==> src/rtl/pc_fetch_unit_pkg.sv <==
// Shared types for the PC / instruction-fetch sequencer.
// State encodings, reset PC default and branch-type codes.
package pc_fetch_unit_pkg;

  typedef enum logic [1:0] {
    ST_FETCH = 2'd0,
    ST_WAIT  = 2'd1,
    ST_EXEC  = 2'd2,
    ST_STOP  = 2'd3
  } state_e;

  localparam logic [31:0] RESET_PC_DEF = 32'h0000_0000;

  typedef enum logic [2:0] {
    BR_NB  = 3'b000,
    BR_BR  = 3'b001,
    BR_BMI = 3'b010,
    BR_BPL = 3'b011,
    BR_BZ  = 3'b100
  } br_type_e;

  function automatic logic word_aligned(
    input logic [1:0] lsb
  );
    return lsb == 2'b00;
  endfunction

endpackage

==> src/rtl/pc_fetch_unit_pc_incrementer.sv <==
// Sequential-PC adder feeding the branch unit.
// Wraps modulo 2^ADDR_W.
module pc_incrementer #(
  parameter int ADDR_W = 32
) (
  input  logic [ADDR_W-1:0] pc,
  output logic [ADDR_W-1:0] pc_plus_4
);

  assign pc_plus_4 = pc + ADDR_W'(4);

endmodule

==> src/rtl/pc_fetch_unit.sv <==
// PC holder and fetch sequencer: FETCH -> WAIT -> EXEC, with
// terminal STOP on halt or misaligned branch target.
module pc_fetch_unit
  import pc_fetch_unit_pkg::*;
#(
  parameter int                ADDR_W   = 32,
  parameter logic [ADDR_W-1:0] RESET_PC = ADDR_W'(RESET_PC_DEF)
) (
  input  logic              clk,
  input  logic              rst,
  input  logic              stall,
  output logic              imem_req,
  output logic [ADDR_W-1:0] imem_addr,
  input  logic [31:0]       imem_rdata,
  input  logic              imem_valid,
  output logic [31:0]       instr,
  output logic              instr_valid,
  output logic [ADDR_W-1:0] pc,
  output logic [ADDR_W-1:0] pc_plus_4,
  input  logic [ADDR_W-1:0] npc,
  input  logic              exec_done,
  input  logic              halt,
  output logic              halted,
  output logic              fault,
  output logic [31:0]       instret
);

  state_e            state_q, state_d;
  logic [ADDR_W-1:0] pc_q, pc_d;
  logic [31:0]       instr_q, instr_d;
  logic              instr_valid_q, instr_valid_d;
  logic              imem_req_q, imem_req_d;
  logic              halted_q, halted_d;
  logic              fault_q, fault_d;
  logic [31:0]       instret_q, instret_d;

  pc_incrementer #(
    .ADDR_W(ADDR_W)
  ) u_inc (
    .pc       (pc_q),
    .pc_plus_4(pc_plus_4)
  );

  always_comb begin
    state_d       = state_q;
    pc_d          = pc_q;
    instr_d       = instr_q;
    instr_valid_d = instr_valid_q;
    imem_req_d    = imem_req_q;
    halted_d      = halted_q;
    fault_d       = fault_q;
    instret_d     = instret_q;
    unique case (state_q)
      ST_FETCH: begin
        if (!stall) begin
          state_d    = ST_WAIT;
          imem_req_d = 1'b1;
        end
      end
      ST_WAIT: begin
        if (imem_valid) begin
          instr_d       = imem_rdata;
          instr_valid_d = 1'b1;
          imem_req_d    = 1'b0;
          state_d       = ST_EXEC;
        end
      end
      ST_EXEC: begin
        if (exec_done) begin
          instr_valid_d = 1'b0;
          // A misaligned target wins over halt and retires nothing.
          if (!word_aligned(npc[1:0])) begin
            fault_d = 1'b1;
            state_d = ST_STOP;
          end else begin
            pc_d      = npc;
            instret_d = instret_q + 32'd1;
            if (halt) begin
              halted_d = 1'b1;
              state_d  = ST_STOP;
            end else begin
              state_d = ST_FETCH;
            end
          end
        end
      end
      ST_STOP: begin
        imem_req_d    = 1'b0;
        instr_valid_d = 1'b0;
      end
      default: state_d = ST_FETCH;
    endcase
  end

  always_ff @(posedge clk) begin
    if (rst) begin
      state_q       <= ST_FETCH;
      pc_q          <= RESET_PC;
      instr_q       <= '0;
      instr_valid_q <= 1'b0;
      imem_req_q    <= 1'b0;
      halted_q      <= 1'b0;
      fault_q       <= 1'b0;
      instret_q     <= '0;
    end else begin
      state_q       <= state_d;
      pc_q          <= pc_d;
      instr_q       <= instr_d;
      instr_valid_q <= instr_valid_d;
      imem_req_q    <= imem_req_d;
      halted_q      <= halted_d;
      fault_q       <= fault_d;
      instret_q     <= instret_d;
    end
  end

  assign imem_req    = imem_req_q;
  assign imem_addr   = pc_q;
  assign pc          = pc_q;
  assign instr       = instr_q;
  assign instr_valid = instr_valid_q;
  assign halted      = halted_q;
  assign fault       = fault_q;
  assign instret     = instret_q;

endmodule

==> config.mk <==
export PLATFORM = sky130hd
export DESIGN_NAME = pc_fetch_unit
export DESIGN_NICKNAME = d
export VERILOG_FILES = /design/src/rtl/pc_fetch_unit_pkg.sv /design/src/rtl/pc_fetch_unit_pc_incrementer.sv /design/src/rtl/pc_fetch_unit.sv
export SDC_FILE = /design/constraint.sdc
export NUM_CORES = 1
export LEC_CHECK = 0
export BUFFER_PORTS_ARGS = -buffer_cell sky130_fd_sc_hd__clkbuf_2
export CELL_PAD_IN_SITES_DETAIL_PLACEMENT = 1
export CELL_PAD_IN_SITES_GLOBAL_PLACEMENT = 1
export CORE_MARGIN = 5
export CORE_UTILIZATION = 35
export CTS_BUF_LIST = sky130_fd_sc_hd__clkbuf_16
export CTS_CLUSTER_DIAMETER = 30
export CTS_CLUSTER_SIZE = 8
export DETAILED_ROUTE_END_ITERATION = 10
export PLACE_DENSITY_LB_ADDON = 0.1
export SLEW_MARGIN = 20
export SYNTH_ARGS = -nofsm -noshare
export SYNTH_HDL_FRONTEND = slang
export SYNTH_SLANG_ARGS = --single-unit
==> constraint.sdc <==
create_clock -name clk -period 5.87 [get_ports clk]
set_input_delay 0.8805 -clock clk [delete_from_list [all_inputs] [get_ports clk]]
set_output_delay 0.8805 -clock clk [all_outputs]
set_load 0.005 [all_outputs]
Word-level counts from Yosys, hierarchy flattened
Index checks and enable logic that the tools add are counted.

Add/sub/neg operators: 2. Multiplexer cells: 12. Bitwise gates (word level): 1. Reductions and logical operators: 12. Eq/ne operators: 6.

Operators with widths (count): adder 32 x 1 -> 32 bit (second input constant) (1); adder 32 x 3 -> 32 bit (second input constant) (1); AND reduction 3 bit (4); 2-to-1 mux 2 bit (5); nonzero test 3 bit (3); AND reduction 4 bit (2); inequality test 2 bit (second input constant) (3); one-hot mux 1 bit (3 select lines) (2); one-hot mux 2 bit (3 select lines) (1); == test 2 bit (second input constant) (2); zero test 2 bit (2); 2-to-1 mux 1 bit (4); == test 2 x 1 -> 1 bit (second input constant) (1); AND reduction 2 bit (1); inverter 1 bit (1).

Input port bits: 70. Flip-flop bits (word level): 102.

Longest topological paths before layout
Depth after elaboration: 4. Mapped depth: 8. Mapped depth without buffers: 6.

By module
Synthesis repeated with hierarchy kept, for this count alone.

Cell total of the unflattened synthesis: 615. Area total of the unflattened synthesis: 5019.8 um^2.

By module, submodules not included: pc_fetch_unit (times used 1, cells each 532, area an instance 4439.3 um^2); pc_incrementer (times used 1, cells each 83, area an instance 580.6 um^2).

Worst setup path before layout
Ideal clock, no wire load.

Kind: input port to flip-flop. From: input npc[1]. To: register instret_q[25] (netlist: instret[25]). Stages: 5. Setup time: 121 ps. Path slack: 3339 ps. Data required time: 5749 ps. Data arrival time: 2410 ps. Cells stage by stage: nand4bb_1 > or4b_1 > buf_2 > nor4_1 > mux2_2.

Longest elaborated chain between the ends: 2.

Ends and longest elaborated chain: start, declared (line pc_fetch_unit.sv:20) `input logic [ADDR_W-1:0] npc,`; zero test 2 bit (line pc_fetch_unit_pkg.sv:25) `return lsb == 2'b00;`; AND reduction 3 bit (no line); end signal, assigned (line pc_fetch_unit.sv:113) `instret_q <= instret_d;`; end, declared (line pc_fetch_unit.sv:35) `logic [31:0] instret_q, instret_d;`.

No other way between the ends. A chain may end at the register's enable or synchronous reset.

Worst setup path in the final report
From: register pc_q[2] (netlist: imem_addr[2]). To: output pc_plus_4[18].

Longest elaborated chain between the ends: 1.

Ends and longest elaborated chain: start, declared (line pc_fetch_unit.sv:29) `logic [ADDR_W-1:0] pc_q, pc_d;`; start signal, assigned (line pc_fetch_unit.sv:107) `pc_q <= pc_d;`; adder 32 x 3 -> 32 bit (line pc_fetch_unit_pc_incrementer.sv:10) `assign pc_plus_4 = pc + ADDR_W'(4);`; end, declared (line pc_fetch_unit.sv:19) `output logic [ADDR_W-1:0] pc_plus_4,`.

No other way between the ends.

==> out/metrics.cfg <==
[route]
drt-total-wl_mm=15.5
num_vias=4864
via_per_inst=5.01
postRouteAntennaNets=0
route.detailed.drc=0
first_pass_iters=4
wl_per_cell_um=16.0
drtIter0Drc=219

[synthesis]
syn_nets=688
netlist_area_um2=4840
synth_seq_cells=102
ys.warnings.count=0
synth_edf_count=0
synthCells=609
synthXorXnorAreaFrac_pct=6.69
yosys.area_share.simple_pct=26.4
ys_async_sr_fraction_pct=0
synth_cell_types=35
syn_area_per_cell_um2=7.95
synth_compound_area_share_pct=12.9
synth_flop_cell=dfxtp_1
synth_top_family_by_area=simple AND/OR/NAND/NOR gates
ys_seq_area_share_pct=42.2
synthMuxAreaShare_pct=0.879
synthAdderAreaFrac_pct=2.33

[grt]
grt_first_pass_wirelength_mm=24.6
grtUsageTotal_pct=18.6
grt.busiest_layer=met2
antenna_found_initial=0
grtUsageMet1_pct=22.9
grt_pass1_vias=4740
grt_max_degree=105
grt_use_met3_pct=5.48
grt.overflow.total=0
use_met2_pct=31.5

[setup_path]
crit_path_start_kind=register
required_ns=4.99
cp.arrival_ns=2.58
critPathCaptureType=primary output
reg2regPathDepth=6
regToRegSetupSlack_ns=2.63
r2r_start=state_q[0]
worst-path-max-fanout=7
worstSetupPathType=register to primary output
r2r-end=instret[16]

[die]
rows=43
core_um2=13700
die_w_um=128
num_io_pins=234
die_y_um=128
dieArea_um2=16300
initial_core_util_pct=35.3

[power]
power_density_nw_per_um2=233
leakage_nw=2.57
peakVddDrop_v=0.000111

[clock_network]
insertion_delay_ns=0.34
cts_root_buf=clkbuf_16
cts_resized=0
cts_tree=built
cts_setup_buffers=0
clkSinkCount=102
numCtsBuffers=9
htree_num_levels=3
cts.reportedPaths.clkPinSlew_ns=0.06
ctsHoldBuffers=0
ctsLongestPathBuffers=2

[placed_design]
hpwlAfterDp_mm=11.8
place.gp.congestion=0.813
place.port_buffers=233

[timing]
fin_skew_ns=0.00678
worst_pin_slew_ns=0.944
setup_viol=0
fmax_mhz=289
slew_headroom_pct=35.5
fin_crit_sh_pct=59.0
rsz0062_at_grt=no
post-route-min-period_ns=3.46
hold_viol_final=0
slew_violations=0
final.setup.tns_ns=0

[min_path]
whs_endpoint=fault
hold_path_depth=2
hold_start=fault
hold_path.class=register to register

[layout]
area.growth.synth_to_final_pct=26.2
fillers=1746
drive_above_1_share_pct=31.5
final_cell_mix=clkbuf_2 (232), nand2_1 (145), dfxtp_1 (102)
antenna_cells=0
final_core_util_pct=44.5
layout.nets=866
final_common_cell=clkbuf_2

[flow_run]
drv_cap=0

[status]
status=complete, no violations

metrics by stage:
step           area, um2  power [mW]  hold WS, ns  worst slack, ns  std cells
5_1_grt             6110        1.50        0.474             2.14        970
2_1_floorplan       4840       0.845        0.442             3.34        609
4_1_cts             6100        1.45        0.455             2.37        970
3_5_place_dp        5860       0.922        0.446             2.29        956
6_report            6110        1.43        0.452             2.41        970
3_3_place_gp        5860       0.914        0.437             2.42        956
registers in the layout (all words and copies together) (netlist names):
signal	flops
fault	1
imem_addr	32
instr_valid	1
instr	32
imem_req	1
halted	1
instret	32
state_q	2
cells by family (layout without fill, tap and decap cells):
kind of cell             Yosys count  count (layout)
multiplexers                       4               4
adder cells (fa/ha/maj)            9               9
AO/OA/AOI/OAI                    114             114
AND/OR/NAND/NOR                  267             267
flip-flops                       102             102
buffers and inverters             76             257
XOR/XNOR                          37              37
cells in the mapped netlist (2+ instances only):
| master | instances | area [um2] |
|---|---|---|
| a21oi_1 | 87 | 435 |
| and2_1 | 5 | 31.3 |
| and3_1 | 5 | 31.3 |
| and4_1 | 6 | 52.6 |
| buf_2 | 6 | 30.0 |
| buf_4 | 34 | 255 |
| clkbuf_1 | 27 | 101 |
| dfxtp_1 | 102 | 2040 |
| ha_1 | 9 | 113 |
| inv_1 | 9 | 33.8 |
| mux2_2 | 2 | 22.5 |
| mux2i_1 | 2 | 20.0 |
| nand2_1 | 146 | 548 |
| nand3_1 | 19 | 95.1 |
| nand4_1 | 25 | 156 |
| nor2_1 | 21 | 78.8 |
| nor2b_1 | 5 | 31.3 |
| nor3_1 | 2 | 10.0 |
| nor3b_1 | 2 | 15.0 |
| nor4_1 | 5 | 31.3 |
| o211ai_1 | 2 | 15.0 |
| o21ai_0 | 7 | 35.0 |
| o31ai_1 | 14 | 105 |
| or3_1 | 7 | 43.8 |
| or4_1 | 15 | 113 |
| xnor2_1 | 25 | 219 |
| xor2_1 | 12 | 105 |
worst max-delay path: stages, from the launching register on:
cell and delay (ns):
dfxtp_1 0.45, ha_1 0.23, nand3_1 0.24, nor4_1 0.80, nand3_1 0.19, xnor2_1 0.19, clkbuf_2 0.14
final cells by class:
type	count	area, um2	share of cell area, %
flip-flops and latches	102	2040	33.4
well taps	180	225	3.69
multi-input cells	431	2380	39.0
repair buffers	234	1180	19.3
clock inverters	5	20.0	0.328
clock buffers	9	225	3.69
inverters	9	33.8	0.553
routing by layer:
layer  wire length [um]  up-vias
met4                245        0
met1               6580     2284
met5                  0        -
met3               1240       18
li1                   -     2407
met2               7450      155
how the worst max path moves through the flow:
stage	start	to	slack, ns	cells past startpoint
4_1_cts	imem_addr[2]	pc_plus_4[18]	2.37	6
3_3_place_gp	npc[1]	instret[16]	2.42	5
6_report	imem_addr[2]	pc_plus_4[18]	2.41	6
5_1_grt	imem_addr[2]	pc_plus_4[18]	2.14	6
2_1_floorplan	npc[1]	instret[25]	3.34	5
3_5_place_dp	npc[1]	instret[16]	2.29	5
power by group:
part           internal, mW  switching [mW]
Clock                 0.276           0.247
Sequential            0.720          0.0181
Combinational        0.0695          0.0949
Total                  1.07           0.360
Power figures use the tool's default switching activity.
